## config.mk

```make
export PLATFORM = sky130hd
export DESIGN_NAME = grf_wb_arbiter_flat
export DESIGN_NICKNAME = d
export VERILOG_FILES = /design/src/rtl/grf_wb_arbiter_if.sv /design/src/rtl/grf_wb_arbiter.sv /design/src/flat_wrapper.sv
export SDC_FILE = /design/constraint.sdc
export NUM_CORES = 1
export LEC_CHECK = 0
export ABC_AREA = 1
export BUFFER_PORTS_ARGS = -buffer_cell sky130_fd_sc_hd__buf_2
export CAP_MARGIN = 15
export CORE_ASPECT_RATIO = 0.5
export CORE_UTILIZATION = 41
export DETAILED_ROUTE_END_ITERATION = 8
export PLACE_DENSITY = 0.68
export SLEW_MARGIN = 25
export SYNTH_ARGS = -nofsm -noshare
export SYNTH_HDL_FRONTEND = slang
export SYNTH_SLANG_ARGS = --single-unit
export TNS_END_PERCENT = 30
```

## constraint.sdc

```tcl
create_clock -name clk -period 5.85 [get_ports clk]
set_clock_uncertainty 0.05 [all_clocks]
set_input_delay 0.2925 -clock clk [delete_from_list [all_inputs] [get_ports clk]]
set_output_delay 0.2925 -clock clk [all_outputs]
set_load 0.005 [all_outputs]
```

## src/rtl/grf_wb_arbiter_if.sv

```systemverilog
`default_nettype none
// ============================================================================
// Module   : grf_wb_arbiter_if
// Brief    : GRF write-port sharing bus: pipeline writeback, md results, decode
//            pending queries and the GRF write port itself.
// Revision : 1.0 - initial release
// ============================================================================
interface grf_wb_arbiter_if;
  logic        wb_valid;
  logic [4:0]  wb_addr;
  logic [31:0] wb_data;
  logic [31:0] wb_pc;
  logic        wb_stall;

  logic        md_valid;
  logic        md_ready;
  logic [4:0]  md_addr;
  logic [31:0] md_data;
  logic [31:0] md_pc;

  logic        grf_we;
  logic [4:0]  grf_a3;
  logic [31:0] grf_wd;
  logic [31:0] grf_wpc;

  logic [4:0]  rs_addr;
  logic        rs_pending;
  logic [4:0]  rt_addr;
  logic        rt_pending;

  // The arbiter itself
  modport slave (
    input  wb_valid, wb_addr, wb_data, wb_pc,
    output wb_stall,
    input  md_valid, md_addr, md_data, md_pc,
    output md_ready,
    output grf_we, grf_a3, grf_wd, grf_wpc,
    input  rs_addr, rt_addr,
    output rs_pending, rt_pending
  );

  // Surrounding pipeline / md unit / GRF
  modport master (
    output wb_valid, wb_addr, wb_data, wb_pc,
    input  wb_stall,
    output md_valid, md_addr, md_data, md_pc,
    input  md_ready,
    input  grf_we, grf_a3, grf_wd, grf_wpc,
    output rs_addr, rt_addr,
    input  rs_pending, rt_pending
  );
endinterface
`default_nettype wire

```

## src/rtl/grf_wb_arbiter.sv

```systemverilog
`default_nettype none
// ============================================================================
// Module   : grf_wb_arbiter
// Brief    : Shares the GRF write port between pipeline writeback (priority) and
//            a buffered md result queue with an age-based starvation guard.
// Revision : 1.0 - initial release
// ============================================================================
module grf_wb_arbiter #(
  parameter int DEPTH    = 2,
  parameter int MAX_WAIT = 4
) (
  input  logic              clk,
  input  logic              reset,
  grf_wb_arbiter_if.slave   bus
);
  localparam int c_PTR_W = $clog2(DEPTH);
  localparam int c_CNT_W = $clog2(DEPTH + 1);
  localparam int c_AGE_W = $clog2(MAX_WAIT + 1);

  logic [DEPTH-1:0]   r_vld;
  logic [4:0]         r_addr [DEPTH];
  logic [31:0]        r_data [DEPTH];
  logic [31:0]        r_pc   [DEPTH];
  logic [c_PTR_W-1:0] r_rptr;
  logic [c_PTR_W-1:0] r_wptr;
  logic [c_CNT_W-1:0] r_count;
  logic [c_AGE_W-1:0] r_age;

  logic               w_found;
  logic [c_PTR_W-1:0] w_head_idx;
  logic [c_CNT_W-1:0] w_skip;
  logic [c_CNT_W-1:0] w_pop_n;
  logic [DEPTH-1:0]   w_pop_mask;
  logic               w_wb_req;
  logic               w_starve;
  logic               w_wb_we;
  logic               w_md_grant;
  logic               w_md_ready;
  logic               w_push;
  logic               w_head_sq;

  // Squashed entries ahead of the first live one are dropped for free, so
  // they never cost a port cycle.
  always_comb begin
    logic [c_PTR_W-1:0] w_idx;
    w_found    = 1'b0;
    w_head_idx = r_rptr;
    w_skip     = '0;
    w_idx      = '0;
    for (int i = 0; i < DEPTH; i++) begin
      w_idx = r_rptr + i[c_PTR_W-1:0];
      if (!w_found && (i < int'(r_count))) begin
        if (r_vld[w_idx]) begin
          w_found    = 1'b1;
          w_head_idx = w_idx;
        end else begin
          w_skip = w_skip + c_CNT_W'(1);
        end
      end
    end
  end

  assign w_wb_req   = bus.wb_valid && (bus.wb_addr != 5'd0);
  assign w_starve   = w_found && (r_age == c_AGE_W'(MAX_WAIT)) && w_wb_req;
  assign w_wb_we    = !reset && w_wb_req && !w_starve;
  assign w_md_grant = !reset && w_found && (w_starve || !w_wb_req);
  assign w_md_ready = !reset && (r_count < c_CNT_W'(DEPTH));
  assign w_push     = w_md_ready && bus.md_valid && (bus.md_addr != 5'd0);
  assign w_pop_n    = w_skip + c_CNT_W'(w_md_grant);
  assign w_head_sq  = w_wb_we && w_found && (r_addr[w_head_idx] == bus.wb_addr);

  always_comb begin
    logic [c_PTR_W-1:0] w_pidx;
    w_pop_mask = '0;
    w_pidx     = '0;
    for (int i = 0; i < DEPTH; i++) begin
      w_pidx = r_rptr + i[c_PTR_W-1:0];
      if (i < int'(w_pop_n)) begin
        w_pop_mask[w_pidx] = 1'b1;
      end
    end
  end

  assign bus.md_ready = w_md_ready;
  assign bus.wb_stall = !reset && w_starve;

  always_comb begin
    bus.grf_we  = 1'b0;
    bus.grf_a3  = 5'd0;
    bus.grf_wd  = 32'd0;
    bus.grf_wpc = 32'd0;
    if (w_md_grant) begin
      bus.grf_we  = 1'b1;
      bus.grf_a3  = r_addr[w_head_idx];
      bus.grf_wd  = r_data[w_head_idx];
      bus.grf_wpc = r_pc[w_head_idx];
    end else if (w_wb_we) begin
      bus.grf_we  = 1'b1;
      bus.grf_a3  = bus.wb_addr;
      bus.grf_wd  = bus.wb_data;
      bus.grf_wpc = bus.wb_pc;
    end
  end

  // Popped and squashed slots have r_vld cleared, so r_vld alone marks live entries.
  always_comb begin
    bus.rs_pending = 1'b0;
    bus.rt_pending = 1'b0;
    for (int i = 0; i < DEPTH; i++) begin
      if (r_vld[i] && (r_addr[i] == bus.rs_addr)) bus.rs_pending = 1'b1;
      if (r_vld[i] && (r_addr[i] == bus.rt_addr)) bus.rt_pending = 1'b1;
    end
    if (reset || (bus.rs_addr == 5'd0)) bus.rs_pending = 1'b0;
    if (reset || (bus.rt_addr == 5'd0)) bus.rt_pending = 1'b0;
  end

  always_ff @(posedge clk) begin
    if (reset) begin
      r_vld   <= '0;
      r_rptr  <= '0;
      r_wptr  <= '0;
      r_count <= '0;
      r_age   <= '0;
    end else begin
      for (int i = 0; i < DEPTH; i++) begin
        if (w_pop_mask[i] || (w_wb_we && (r_addr[i] == bus.wb_addr))) begin
          r_vld[i] <= 1'b0;
        end
      end
      // A push lands in a free slot, so it is never caught by this cycle's squash.
      if (w_push) begin
        r_vld[r_wptr] <= 1'b1;
        r_wptr        <= r_wptr + c_PTR_W'(1);
      end
      r_rptr  <= r_rptr + w_pop_n[c_PTR_W-1:0];
      r_count <= r_count - w_pop_n + c_CNT_W'(w_push);
      if (!w_found || w_md_grant || w_head_sq) begin
        r_age <= '0;
      end else if (r_age != c_AGE_W'(MAX_WAIT)) begin
        r_age <= r_age + c_AGE_W'(1);
      end
    end
  end

  always_ff @(posedge clk) begin
    if (w_push) begin
      r_addr[r_wptr] <= bus.md_addr;
      r_data[r_wptr] <= bus.md_data;
      r_pc[r_wptr]   <= bus.md_pc;
    end
  end
endmodule
`default_nettype wire

```

## src/flat_wrapper.sv

```systemverilog
// flat-port wrapper written by rule: the top's interface ports become plain ports
module grf_wb_arbiter_flat 
#(
  parameter int DEPTH    = 2,
  parameter int MAX_WAIT = 4
)
  (clk, reset, bus_wb_valid, bus_wb_addr, bus_wb_data, bus_wb_pc, bus_wb_stall, bus_md_valid, bus_md_addr, bus_md_data, bus_md_pc, bus_md_ready, bus_grf_we, bus_grf_a3, bus_grf_wd, bus_grf_wpc, bus_rs_addr, bus_rt_addr, bus_rs_pending, bus_rt_pending);
  grf_wb_arbiter_if bus_i ();
  input  logic clk;
  input  logic reset;
  input wire logic [$bits(bus_i.wb_valid)-1:0] bus_wb_valid;
  input wire logic [$bits(bus_i.wb_addr)-1:0] bus_wb_addr;
  input wire logic [$bits(bus_i.wb_data)-1:0] bus_wb_data;
  input wire logic [$bits(bus_i.wb_pc)-1:0] bus_wb_pc;
  output wire logic [$bits(bus_i.wb_stall)-1:0] bus_wb_stall;
  input wire logic [$bits(bus_i.md_valid)-1:0] bus_md_valid;
  input wire logic [$bits(bus_i.md_addr)-1:0] bus_md_addr;
  input wire logic [$bits(bus_i.md_data)-1:0] bus_md_data;
  input wire logic [$bits(bus_i.md_pc)-1:0] bus_md_pc;
  output wire logic [$bits(bus_i.md_ready)-1:0] bus_md_ready;
  output wire logic [$bits(bus_i.grf_we)-1:0] bus_grf_we;
  output wire logic [$bits(bus_i.grf_a3)-1:0] bus_grf_a3;
  output wire logic [$bits(bus_i.grf_wd)-1:0] bus_grf_wd;
  output wire logic [$bits(bus_i.grf_wpc)-1:0] bus_grf_wpc;
  input wire logic [$bits(bus_i.rs_addr)-1:0] bus_rs_addr;
  input wire logic [$bits(bus_i.rt_addr)-1:0] bus_rt_addr;
  output wire logic [$bits(bus_i.rs_pending)-1:0] bus_rs_pending;
  output wire logic [$bits(bus_i.rt_pending)-1:0] bus_rt_pending;
  assign bus_i.wb_valid = bus_wb_valid;
  assign bus_i.wb_addr = bus_wb_addr;
  assign bus_i.wb_data = bus_wb_data;
  assign bus_i.wb_pc = bus_wb_pc;
  assign bus_wb_stall = bus_i.wb_stall;
  assign bus_i.md_valid = bus_md_valid;
  assign bus_i.md_addr = bus_md_addr;
  assign bus_i.md_data = bus_md_data;
  assign bus_i.md_pc = bus_md_pc;
  assign bus_md_ready = bus_i.md_ready;
  assign bus_grf_we = bus_i.grf_we;
  assign bus_grf_a3 = bus_i.grf_a3;
  assign bus_grf_wd = bus_i.grf_wd;
  assign bus_grf_wpc = bus_i.grf_wpc;
  assign bus_i.rs_addr = bus_rs_addr;
  assign bus_i.rt_addr = bus_rt_addr;
  assign bus_rs_pending = bus_i.rs_pending;
  assign bus_rt_pending = bus_i.rt_pending;
  grf_wb_arbiter #(.DEPTH(DEPTH), .MAX_WAIT(MAX_WAIT)) u_core (.clk(clk), .reset(reset), .bus(bus_i));
endmodule
```

==> results.md <==
* Worst hold endpoint: u_core.r_pc[0][4]
* Hold_ws at 0.0187 ns
* R2R cell count at 11
* Crit path DAT at 3.23 ns
* R2R Path End: u_core.r_age[0]
* Min-delay src: bus_md_pc[4]
* Min cycle time layout at 3.57 ns
* Post-CTS setup repair buffer count at 0
* Initial antenna violation count at 3
* Vias in the first global route at 5792
* Drt wl/cell at 16.6 µm
* # hold bufs at CTS at 0
* Post-DP HPWL at 12.0 mm
* GRT overflow at 0
* Fraction of layout cells with a size suffix above 1 at 32.2%
* Period utilisation layout at 61.0%
* Syn nets at 812
* Mapped Area at 7010 µm²
* Warnings from Yosys at 0
* Layout Nets at 1023
* Critical Path Source Type: register
* Pwr dens at 344 nW/µm²
* Drt first pass iters at 5
* Hold WC Path Type: in2reg
* Clock transition at path regs at 0.06 ns
* Synth Register Bits at 147
* Setup TNS Final at 0 ns
* I/O pins at 226
* Avg Synthesized Cell Area at 10.7 µm²
* CTS Buffer Depth at 2
* R2r startpoint: u_core.r_count[1]
* H-Tree Depth at 4
* Finished Core Util at 53.1%
* Maximum fanout along the worst path at 73
* Dpl cells at 1073
* Largest net degree at the start of global routing at 74
* Post-synth top area cell: edfxtp_1
* Rows at 33
* Total track usage at 21.1%
* Max-slew headroom at 40.4%
* Post-route ant nets at 0
* Die H at 94.4 µm
* R2r setup slk at 2.80 ns
* CP cell instances: inv_1, nor2_1, nand2_4, nand2_4, nor2_1, o31ai_1, buf_2
* Quantity of gates resized following cts at 0
* Die W at 187 µm
* Cell Count, Final, Fillers Out at 1106
* Core ar. at 16600 µm²
* CTS sink cnt at 147
* Fin. max-slew vios at 0
* Hold Vio Cnt, Final at 0
* Routed vias at 5727
* Routability cong. at 0.982
* Drc violations at 0
* RSZ-0062 raised after global routing: false
* Pleak at 3.64 nW
* Worst Setup Path Type: reg2out
* Outcome: complete, no violations
* Max-Cap Viols at 0
* # setup viols final at 0
* Sequential-to-total area share from yosys stat at 61.7%
* Cell chosen for the clock root: clkbuf_16
* Required time worst endpoint at 5.51 ns
* First-pass GRT wire length at 28.9 mm
* Post-synth top area share at 59.2%
* FMAX at 280 MHz
* Worst skew pair latency at 0.40 ns
* Crit-path max cell delay at 0.89 ns
* TritonCTS Buffers at 17
* Cells after synthesis at 654
* Synth cell types at 33
* Starting Density at 42.3%
* Crit. End Element: output port
* Tightest Pin Transition at 0.894 ns
* Total power at 3.02 mW
* Main area contributors after synthesis: edfxtp_1, o31ai_1, nand2_1, a21oi_1, nor2_1
* Port-buffer cells at 225
* Via density at 5.18
* Area Overhead vs Synth at 25.5%
* Worst Hold Depth at 1
* Die Area at 17600 µm²
* Post-Route WL at 18.3 mm
* Layout fillers at 1502
* CP max-delay cell: nand2_4
* DRT iter0 DRCs at 406
* Peak VDD IR at 198 µV
* TritonCTS clock tree: yes
metal layers:
| layer | track usage (%) | up-vias | part of all wire (%) |
|---|---|---|---|
| li1 | - | 2780 | - |
| met3 | 4.50 | 38 | 4.9 |
| met2 | 37.2 | 205 | 51 |
| met4 | 9.90 | 4 | 2.4 |
| met5 | 0 | - | 0.15 |
| met1 | 25.3 | 2700 | 42 |
cell usage in the layout (no fill, tap or decap), types with 9 or more instances in the layout:
| cell | synthesis | routed |
|---|---|---|
| a21oi_1 | 71 | 71 |
| buf_2 | 17 | 225 |
| clkbuf_16 | 0 | 17 |
| dfxtp_1 | 9 | 9 |
| edfxtp_1 | 138 | 138 |
| inv_1 | 37 | 36 |
| nand2_1 | 108 | 108 |
| nand3_1 | 24 | 24 |
| nor2_1 | 90 | 89 |
| o22ai_1 | 9 | 9 |
| o31ai_1 | 57 | 57 |
| xor2_1 | 9 | 9 |
cell type report:
| class | count | area, µm² | share of cell area, % |
|---|---|---|---|
| Sequential cell | 147 | 4320 | 49.2 |
| Clock buffer | 18 | 429 | 4.88 |
| Inverter | 39 | 146 | 1.67 |
| Tap cell | 227 | 284 | 3.23 |
| Antenna cell | 1 | 2.50 | 0.0285 |
| Timing Repair Buffer | 230 | 1160 | 13.2 |
| Clock inverter | 14 | 141 | 1.61 |
| Multi-Input combinational cell | 430 | 2300 | 26.2 |
critical path, delay by kind of cell, from the launching register on:
kind | cells | cell delay [ns]
and+or+nand+nor | 4 | 1.65
DFF | 1 | 0.48
buffers and inverters | 2 | 0.31
AOI/OAI and AO/OA | 1 | 0.31
state kept, by name, indices dropped and copies added (netlist names):
name            cells
u_core.r_rptr       1
u_core.r_addr      10
u_core.r_wptr       1
u_core.r_count      2
u_core.r_pc        64
u_core.r_age        3
u_core.r_data      64
u_core.r_vld        2
how the worst max path moves through the flow:
stage	to	start	slack [ns]	depth (start not counted)
finish	bus_grf_wd[2]	u_core.r_count[1]	2.28	7
global route	bus_grf_wd[2]	u_core.r_count[1]	1.99	7
CTS	bus_grf_wpc[0]	u_core.r_count[1]	2.26	7
detailed placement	bus_grf_wpc[0]	u_core.r_count[1]	2.68	7
global placement	bus_grf_wpc[0]	u_core.r_count[1]	2.74	7
floorplan	u_core.r_addr[0][0]	reset	1.63	4
where the power goes:
group	switching [mW]	leakage [nW]	internal, mW
clock	0.422	0.271	0.625
sequential	0.0339	1.34	1.23
combinational	0.490	2.03	0.225
total	0.946	3.63	2.08
Yosys cell counts:
| cell | instances |
|---|---|
| a211oi_1 | 1 |
| a21oi_1 | 71 |
| a221oi_1 | 5 |
| buf_2 | 17 |
| buf_4 | 13 |
| buf_6 | 5 |
| clkbuf_1 | 3 |
| dfxtp_1 | 9 |
| edfxtp_1 | 138 |
| ha_1 | 6 |
| inv_1 | 37 |
| inv_2 | 2 |
| nand2_1 | 108 |
| nand2_2 | 3 |
| nand2_4 | 2 |
| nand3_1 | 24 |
| nand3_2 | 1 |
| nand4_1 | 5 |
| nor2_1 | 90 |
| nor2_2 | 2 |
| nor2_4 | 1 |
| nor3_1 | 8 |
| nor3b_1 | 1 |
| o211ai_1 | 1 |
| o21a_1 | 1 |
| o21ai_0 | 8 |
| o21ai_1 | 2 |
| o21ai_2 | 2 |
| o22ai_1 | 9 |
| o31ai_1 | 57 |
| o31ai_2 | 7 |
| xnor2_1 | 6 |
| xor2_1 | 9 |
per-stage QoR:
step                worst slack [ns]  instance area [µm²]
detailed placement              2.68                 8220
CTS                             2.26                 8790
global placement                2.74                 8220
floorplan                       1.63                 7010
finish                          2.28                 8790
global route                    1.99                 8790
cell families (layout without fill, tap and decap cells):
kind of cell / count (synthesis) / in the layout / synth area share, %
xor+xnor: 15 / 15 / 1.88
simple gates: 245 / 245 / 14.5
buf+inv: 77 / 301 / 5.66
other cells: 0 / 1 / 0
compound gates: 164 / 164 / 15.1
flops: 147 / 147 / 61.7
fa+ha+maj: 6 / 6 / 1.07
Note: power is estimated with default switching activity, not from simulation.
